===== config.mk =====
export PLATFORM = sky130hd
export DESIGN_NAME = alu_share_ctrl
export DESIGN_NICKNAME = d
export VERILOG_FILES = /design/src/rtl/alu_ctrl_pkg.sv /design/src/rtl/alu_share_ctrl_rr_arb2.sv /design/src/rtl/alu_share_ctrl.sv
export SDC_FILE = /design/constraint.sdc
export NUM_CORES = 1
export LEC_CHECK = 0
export ABC_AREA = 1
export BUFFER_PORTS_ARGS = -buffer_cell sky130_fd_sc_hd__buf_2
export CAP_MARGIN = 20
export CORE_AREA = 4 4 121 123
export CTS_CLUSTER_SIZE = 16
export DETAILED_ROUTE_END_ITERATION = 8
export DIE_AREA = 0 0 125 127
export PLACE_DENSITY = 0.87
export SETUP_SLACK_MARGIN = 0.15
export SLEW_MARGIN = 10
export SYNTH_ARGS = -nofsm -noshare
export SYNTH_HDL_FRONTEND = slang
export SYNTH_SLANG_ARGS = --single-unit

===== constraint.sdc =====
create_clock -name clk -period 3.9 [get_ports clk]
set_input_delay 0.78 -clock clk [delete_from_list [all_inputs] [get_ports clk]]
set_output_delay 0.78 -clock clk [all_outputs]
set_load 0.005 [all_outputs]

===== src/rtl/alu_ctrl_pkg.sv =====
// Shared definitions for the shared-ALU sequencer: op codes, legality check, FSM states.
package alu_ctrl_pkg;

    localparam int unsigned ALU_CTRL_W = 6;

    localparam logic [ALU_CTRL_W-1:0] ALU_ADD = 6'h00;
    localparam logic [ALU_CTRL_W-1:0] ALU_SUB = 6'h01;
    localparam logic [ALU_CTRL_W-1:0] ALU_AND = 6'h02;
    localparam logic [ALU_CTRL_W-1:0] ALU_OR  = 6'h03;
    localparam logic [ALU_CTRL_W-1:0] ALU_SLT = 6'h05;

    typedef enum logic [1:0] {
        IDLE = 2'd0,
        EXEC = 2'd1,
        RESP = 2'd2
    } alu_state_e;

    // Full control word is compared, so a set upper bit makes the op illegal.
    function automatic logic alu_op_legal(input logic [ALU_CTRL_W-1:0] ctrl);
        case (ctrl)
            ALU_ADD, ALU_SUB, ALU_AND, ALU_OR, ALU_SLT: return 1'b1;
            default:                                    return 1'b0;
        endcase
    endfunction

endpackage


===== src/rtl/alu_share_ctrl_rr_arb2.sv =====
// Two-input round-robin arbiter; ties go to the requester that did not win last.
module rr_arb2 (
    input  logic       clk,
    input  logic       reset,
    input  logic [1:0] req,
    input  logic       update_en,
    output logic [1:0] gnt_c
);

    logic last_grant_q;
    logic last_grant_d;

    // Grant decode and last-grant update.
    always_comb begin
        gnt_c        = 2'b00;
        last_grant_d = last_grant_q;
        case (req)
            2'b01:   gnt_c = 2'b01;
            2'b10:   gnt_c = 2'b10;
            2'b11:   gnt_c = last_grant_q ? 2'b01 : 2'b10;
            default: gnt_c = 2'b00;
        endcase
        if (update_en) begin
            last_grant_d = gnt_c[1];
        end
    end

    // Reset to 1 so requester 0 wins the first tie.
    always_ff @(posedge clk) begin
        if (reset) begin
            last_grant_q <= 1'b1;
        end else begin
            last_grant_q <= last_grant_d;
        end
    end

endmodule


===== src/rtl/alu_share_ctrl.sv =====
// Shares one single-cycle ALU between two requesters, one operation in flight.
module alu_share_ctrl
    import alu_ctrl_pkg::*;
#(
    parameter int unsigned WIDTH  = 32,
    parameter int unsigned CTRL_W = 6
) (
    input  logic              clk,
    input  logic              reset,
    input  logic              req0_valid,
    output logic              req0_ready,
    input  logic [CTRL_W-1:0] req0_ctrl,
    input  logic [WIDTH-1:0]  req0_a,
    input  logic [WIDTH-1:0]  req0_b,
    input  logic              req1_valid,
    output logic              req1_ready,
    input  logic [CTRL_W-1:0] req1_ctrl,
    input  logic [WIDTH-1:0]  req1_a,
    input  logic [WIDTH-1:0]  req1_b,
    output logic              rsp0_valid,
    input  logic              rsp0_ready,
    output logic [WIDTH-1:0]  rsp0_result,
    output logic              rsp0_zero,
    output logic              rsp0_err,
    output logic              rsp1_valid,
    input  logic              rsp1_ready,
    output logic [WIDTH-1:0]  rsp1_result,
    output logic              rsp1_zero,
    output logic              rsp1_err,
    output logic [WIDTH-1:0]  alu_a,
    output logic [WIDTH-1:0]  alu_b,
    output logic [CTRL_W-1:0] alu_ctrl,
    input  logic [WIDTH-1:0]  alu_result,
    input  logic              alu_zero
);

    alu_state_e             state_q, state_d;
    logic                   owner_q, owner_d;
    logic [WIDTH-1:0]       alu_a_q, alu_a_d;
    logic [WIDTH-1:0]       alu_b_q, alu_b_d;
    logic [CTRL_W-1:0]      alu_ctrl_q, alu_ctrl_d;
    logic [1:0]             rsp_valid_q, rsp_valid_d;
    logic [1:0][WIDTH-1:0]  rsp_result_q, rsp_result_d;
    logic [1:0]             rsp_zero_q, rsp_zero_d;
    logic [1:0]             rsp_err_q, rsp_err_d;

    logic [1:0] gnt_c;
    logic [1:0] rsp_ready_c;
    logic       idle_c;
    logic       accept_c;
    logic       legal_c;

    assign idle_c      = (state_q == IDLE);
    assign accept_c    = idle_c && (req0_valid || req1_valid);
    assign rsp_ready_c = {rsp1_ready, rsp0_ready};
    assign legal_c     = alu_op_legal(ALU_CTRL_W'(alu_ctrl_q));

    rr_arb2 u_arb (
        .clk       (clk),
        .reset     (reset),
        .req       ({req1_valid, req0_valid}),
        .update_en (accept_c),
        .gnt_c     (gnt_c)
    );

    // Ready is only offered in IDLE, to the arbiter's winner.
    assign req0_ready = idle_c && gnt_c[0];
    assign req1_ready = idle_c && gnt_c[1];

    // Next-state and datapath capture for the IDLE -> EXEC -> RESP sequence.
    always_comb begin
        state_d      = state_q;
        owner_d      = owner_q;
        alu_a_d      = alu_a_q;
        alu_b_d      = alu_b_q;
        alu_ctrl_d   = alu_ctrl_q;
        rsp_valid_d  = rsp_valid_q;
        rsp_result_d = rsp_result_q;
        rsp_zero_d   = rsp_zero_q;
        rsp_err_d    = rsp_err_q;
        case (state_q)
            IDLE: begin
                if (accept_c) begin
                    owner_d    = gnt_c[1];
                    alu_ctrl_d = gnt_c[1] ? req1_ctrl : req0_ctrl;
                    alu_a_d    = gnt_c[1] ? req1_a    : req0_a;
                    alu_b_d    = gnt_c[1] ? req1_b    : req0_b;
                    state_d    = EXEC;
                end
            end
            EXEC: begin
                rsp_result_d[owner_q] = legal_c ? alu_result : '0;
                rsp_zero_d[owner_q]   = legal_c && alu_zero;
                rsp_err_d[owner_q]    = !legal_c;
                rsp_valid_d[owner_q]  = 1'b1;
                state_d               = RESP;
            end
            RESP: begin
                if (rsp_valid_q[owner_q] && rsp_ready_c[owner_q]) begin
                    rsp_valid_d[owner_q] = 1'b0;
                    state_d              = IDLE;
                end
            end
            default: state_d = IDLE;
        endcase
    end

    // State and output registers; reset discards any in-flight operation.
    always_ff @(posedge clk) begin
        if (reset) begin
            state_q      <= IDLE;
            owner_q      <= 1'b0;
            alu_a_q      <= '0;
            alu_b_q      <= '0;
            alu_ctrl_q   <= '0;
            rsp_valid_q  <= '0;
            rsp_result_q <= '0;
            rsp_zero_q   <= '0;
            rsp_err_q    <= '0;
        end else begin
            state_q      <= state_d;
            owner_q      <= owner_d;
            alu_a_q      <= alu_a_d;
            alu_b_q      <= alu_b_d;
            alu_ctrl_q   <= alu_ctrl_d;
            rsp_valid_q  <= rsp_valid_d;
            rsp_result_q <= rsp_result_d;
            rsp_zero_q   <= rsp_zero_d;
            rsp_err_q    <= rsp_err_d;
        end
    end

    assign alu_a       = alu_a_q;
    assign alu_b       = alu_b_q;
    assign alu_ctrl    = alu_ctrl_q;
    assign rsp0_valid  = rsp_valid_q[0];
    assign rsp0_result = rsp_result_q[0];
    assign rsp0_zero   = rsp_zero_q[0];
    assign rsp0_err    = rsp_err_q[0];
    assign rsp1_valid  = rsp_valid_q[1];
    assign rsp1_result = rsp_result_q[1];
    assign rsp1_zero   = rsp_zero_q[1];
    assign rsp1_err    = rsp_err_q[1];

endmodule


# == After elaboration in Yosys (flattened, before gate mapping) ==
# Index checks and enable logic that the tools add are counted.
# totals
in_bits,179
regBits,144
# classes
bitwise,3
reduce_logical,15
magnitude_cmp,2
mux,23
eq_ne,11
# op_table
operator,n
$mux 32,4
$bwmux 64,1
$demux 32 s1,1
$eq 6x2->1 const B,2
$pmux 2 s3,2
$mux 2,4
$eq 2x2->1 const B,3
$eq 6x1->1 const B,1
$eq 6x3->1 const B,1
$logic_and 1x1->1,6
$logic_not 6->1,1
$mux 1,6
$mux 6,1
$reduce_and 2->1,3
$reduce_or 5->1,1
$bwmux 2,2
$eq 2x1->1 const B,2
$pmux 2 s2,1
$and 2x2->2,1
$logic_not 2->1,1
$lt 1x2->1 const B,1
$ne 2x1->1 const B,1
$ne 2x2->1 const B,1
$not 2->2,1
6 further kinds,6

# == Depth between registers and ports, before layout ==
# depth
depth_word,8
ltp_mapped,9
ltp_nobuf,8

# == Modules after synthesis ==
# Synthesis repeated with hierarchy kept, for this count alone.
# hier_totals
cells_unflattened,702
area_unflattened_um2,5527.8
# by_module_without_submodules
module,area_per_inst_um2,instances,cells_per_inst,seq_area_each_um2
alu_share_ctrl,5469.0,1,693,2862.7
rr_arb2,58.8,1,9,20.0

# == Least setup slack after synthesis ==
# No wires, ideal clock.
# synth_path
kind,input port to output port
from,input port req0_valid
to,output port req1_ready
path_stages,5
setup_slack_ns,1.703
path_buffers,1
arrival_ns,1.417
required_ns,3.120
path_cell_list,nor2_1 nor2_4 nand2_2 buf_2 inv_2
# synth_via
elab_chain_len,3
# synth_lines
element,line_no,text
start: declaration,alu_share_ctrl.sv:10,"input logic req0_valid,"
$eq 2x2->1 / $eq 2x1->1 (equally long branches),alu_share_ctrl_rr_arb2.sv:17,case (req)
$pmux 2 s3 *,alu_share_ctrl_rr_arb2.sv:17,
$logic_and 1x1->1 *,alu_share_ctrl.sv:68,assign req1_ready = idle_c && gnt_c[1];
end: declaration,alu_share_ctrl.sv:16,"output logic req1_ready,"
# Mark *: on every way between the ends. The rest lies on a longest branch, timed or not.

# == Worst setup path in the final report ==
# Same ends and word-level chain as after synthesis.

==> flow_summary.json <==
{
  "min_path_type": "flip-flop to flip-flop",
  "core_area_mm2": 0.01367,
  "syn_nets": 877,
  "yosys_register_bits": 144,
  "status": "finished, final reports clean",
  "drc": 0,
  "skew_ps": 8.274,
  "path_cells": "buf_2 > nor2_1 > nor2_4 > nand2_2 > inv_2 > buf_2",
  "p_sw_share_pct": 30.03,
  "clk_pin_slew_ps": 70,
  "synth-edff-count": 0,
  "path_buf_inv": 3,
  "wl_per_cell_um": 15.18,
  "placement.io_buffers": 320,
  "cp_max_fo": 3,
  "gp_congestion": 0.8348,
  "setup_viol": 0,
  "wirelength_mm": 17.93,
  "worst-path-stages": 6,
  "synthCells": 698,
  "async_reset_ff_share_pct": 0,
  "maxCapViolCount": 0,
  "r2r_start": "state_q[0]",
  "cts-root-buf": "clkbuf_16",
  "drv_slew": 0,
  "worstPathArrival_ps": 1440,
  "crit_top_cell": "buf_2",
  "p_int_mw": 2.909,
  "synthesis.area_mm2": 0.005694,
  "dieWidth_um": 125,
  "drive_gt1_share_pct": 37.68,
  "cts_tree": "built",
  "yosysSeqAreaShare_pct": 50.63,
  "setup_ws_ps": 1679,
  "crit_family": "simple AND/OR/NAND/NOR gates",
  "cp-end-kind": "primary output",
  "crit_required_ps": 3120,
  "dp.cells": 1146,
  "grt_max_degree": 98,
  "ant_nets": 0,
  "via_per_inst": 5.150,
  "clockBufferDepth": 2,
  "place_ws_ps": 1497,
  "synth_top_cell_area_share_pct": 50.63,
  "cts_setup_buffers": 0,
  "worst_setup_path_start_kind": "input pin",
  "ys.flop_type": "dfxtp_1",
  "tns_ps": 0,
  "drt-initial-drc-count": 305,
  "clkPwrFrac_pct": 38.8,
  "power_density_mw_per_mm2": 525.1,
  "grt_pass1_wl_mm": 27.50,
  "fin_crit_sh_pct": 56.94,
  "reg2reg_setup_slack_ps": 1850,
  "ir_drop_v": 0.0002520,
  "max_slew_margin_pct": 39.37,
  "endpoint": "req1_ready",
  "fillers": 1235,
  "seqPwrFrac_pct": 42.2,
  "comb_power_share_pct": 18.9,
  "grt_remaining_overflow": 0,
  "holdBufCountCts": 0,
  "fin_nets": 1164,
  "rows": 43,
  "grt_pass1_vias": 5587,
  "grt_use_total_pct": 21.07,
  "area.growth.synth_to_final_pct": 39.05,
  "cts_sinks": 144,
  "rsz0062_at_grt": "no",
  "die_area_mm2": 0.01588,
  "hpwl_mm": 12.68,
  "p_leak_nw": 3.731,
  "clock_latency_ps": 420,
  "final_hold_viol_count": 0,
  "reg2regPathDepth": 5,
  "fin_crit_ps": 2221,
  "tightest_slew_ps": 906.2,
  "fp.dieH_um": 127,
  "firstDrtPassIters": 4,
  "layoutNonFillerInstCount": 1181,
  "vias": 6082,
  "htreeDepth": 4,
  "ios": 321,
  "r2r_end": "rsp0_result[13]",
  "p_sw_mw": 1.248,
  "antenna_found_initial": 1,
  "avgSynthCellArea_um2": 8.158,
  "synth_area_leader_cell": "dfxtp_1",
  "cp_slowest_cell": "nor2_1",
  "start_util_pct": 41.67,
  "setup.worst_path.start": "req0_valid",
  "synthTopCellsByArea": "dfxtp_1 51%, a21oi_1 12%, nand3b_1 9.2%",
  "cts_buffers": 17,
  "critPathMaxStageDelay_ps": 230,
  "synth_cell_types": 20,
  "synth_warnings": 0,
  "fmax_mhz": 450.3,
  "cts_resized": 0,
  "worstSetupPathType": "input pin to primary output"
}
-- tightest hold or removal path: cells and delay by family, from the launching register on --
kind / cells / cell delay (ps)
flops: 1 / 310
compound gates: 1 / 50
simple gates: 1 / 60
-- synth_stat cells (2+ instances only) --
cell type and n:
a21oi_1 141, buf_1 10, buf_2 23, buf_6 7
clkbuf_1 21, dfxtp_1 144, inv_1 3, inv_2 9
nand2_1 113, nand3_1 7, nand3b_1 70, nor2_1 3
nor2_4 2, nor3_1 2, o21ai_0 47, o21ai_1 92
-- worst min-delay path by stage --
| stage | cells after the start | to | from | slack [ps] |
|---|---|---|---|---|
| global route | 2 | alu_a[30] | alu_a[30] | 480 |
| finish | 2 | alu_b[17] | alu_b[17] | 460 |
| global placement | 2 | alu_a[31] | alu_a[31] | 450 |
| detailed placement | 2 | alu_b[17] | alu_b[17] | 450 |
| floorplan | 2 | u_arb.last_grant_q | u_arb.last_grant_q | 450 |
| CTS | 2 | alu_b[17] | alu_b[17] | 460 |
-- per-stage QoR --
stage	util [%]	hold slack [ps]	area, um2	total power, mW
floorplan	-	450.4	5694	2.209
global placement	53.57	446.8	7321	2.554
detailed placement	53.57	449.5	7321	2.575
CTS	57.88	459.7	7910	4.191
global route	57.90	479.8	7913	4.377
finish	57.94	457.9	7918	4.157
-- final cells by class --
class	instances	area, um2	area share [%]
Inverter	12	47.55	0.6005
Tap cell	180	225.2	2.845
Sequential cell	144	2883	36.41
Antenna cell	3	7.507	0.09482
Clock buffer	17	425.4	5.373
Multi-Input combinational cell	481	2471	31.21
Timing Repair Buffer	329	1694	21.40
Clock inverter	15	163.9	2.070
-- power groups by stage --
| stage | combinational (mW) | sequential, mW | clock, mW |
|---|---|---|---|
| final | 0.786 | 1.76 | 1.61 |
| after global routing | 0.878 | 1.78 | 1.72 |
| after CTS | 0.795 | 1.76 | 1.64 |
| after detailed placement | 0.791 | 1.78 | 0 |
| after global placement | 0.776 | 1.78 | 0 |
| after floorplan | 0.414 | 1.79 | 0 |
-- state kept, by name, summed over array words and instances (netlist names), named ones only --
name                cells
alu_ctrl                6
u_arb.last_grant_q      1
alu_a                  32
rsp1_result            32
rsp0_result            32
rsp_err_q               2
state_q                 2
alu_b                  32
owner_q                 1
rsp_zero_q              2
-- placed cells by master, fill, tap and decap left out --
cell type / n
buf_2: 320
dfxtp_1: 144
a21oi_1: 141
nand2_1: 112
o21ai_1: 92
nand3b_1: 70
o21ai_0: 47
clkbuf_16: 17
inv_2: 8
nand3_1: 7
buf_4: 7
inv_8: 5
inv_6: 5
nor2_4: 4
diode_2: 3
inv_1: 3
clkinv_4: 3
nor2_1: 2
nor3_1: 2
nand2_2: 2
buf_12: 2
a21boi_1: 1
inv_4: 1
and2_1: 1
bufinv_16: 1
clkinvlp_4: 1
-- kinds of logic after synthesis --
kind of cell	synth area share, %
AO/OA/AOI/OAI	24.74
flip-flops	50.63
buffers and inverters	6.241
AND/OR/NAND/NOR	18.39
-- layer usage --
metal / up-vias / track usage, % / part of all wire [%]
met5: - / 0 / 0
met4: 0 / 8.355 / 2.8
met3: 35 / 6.814 / 9.5
met2: 287 / 34.93 / 48
met1: 2753 / 25.54 / 39
li1: 3007 / - / -
No activity file was read; power rests on OpenSTA's default activity.
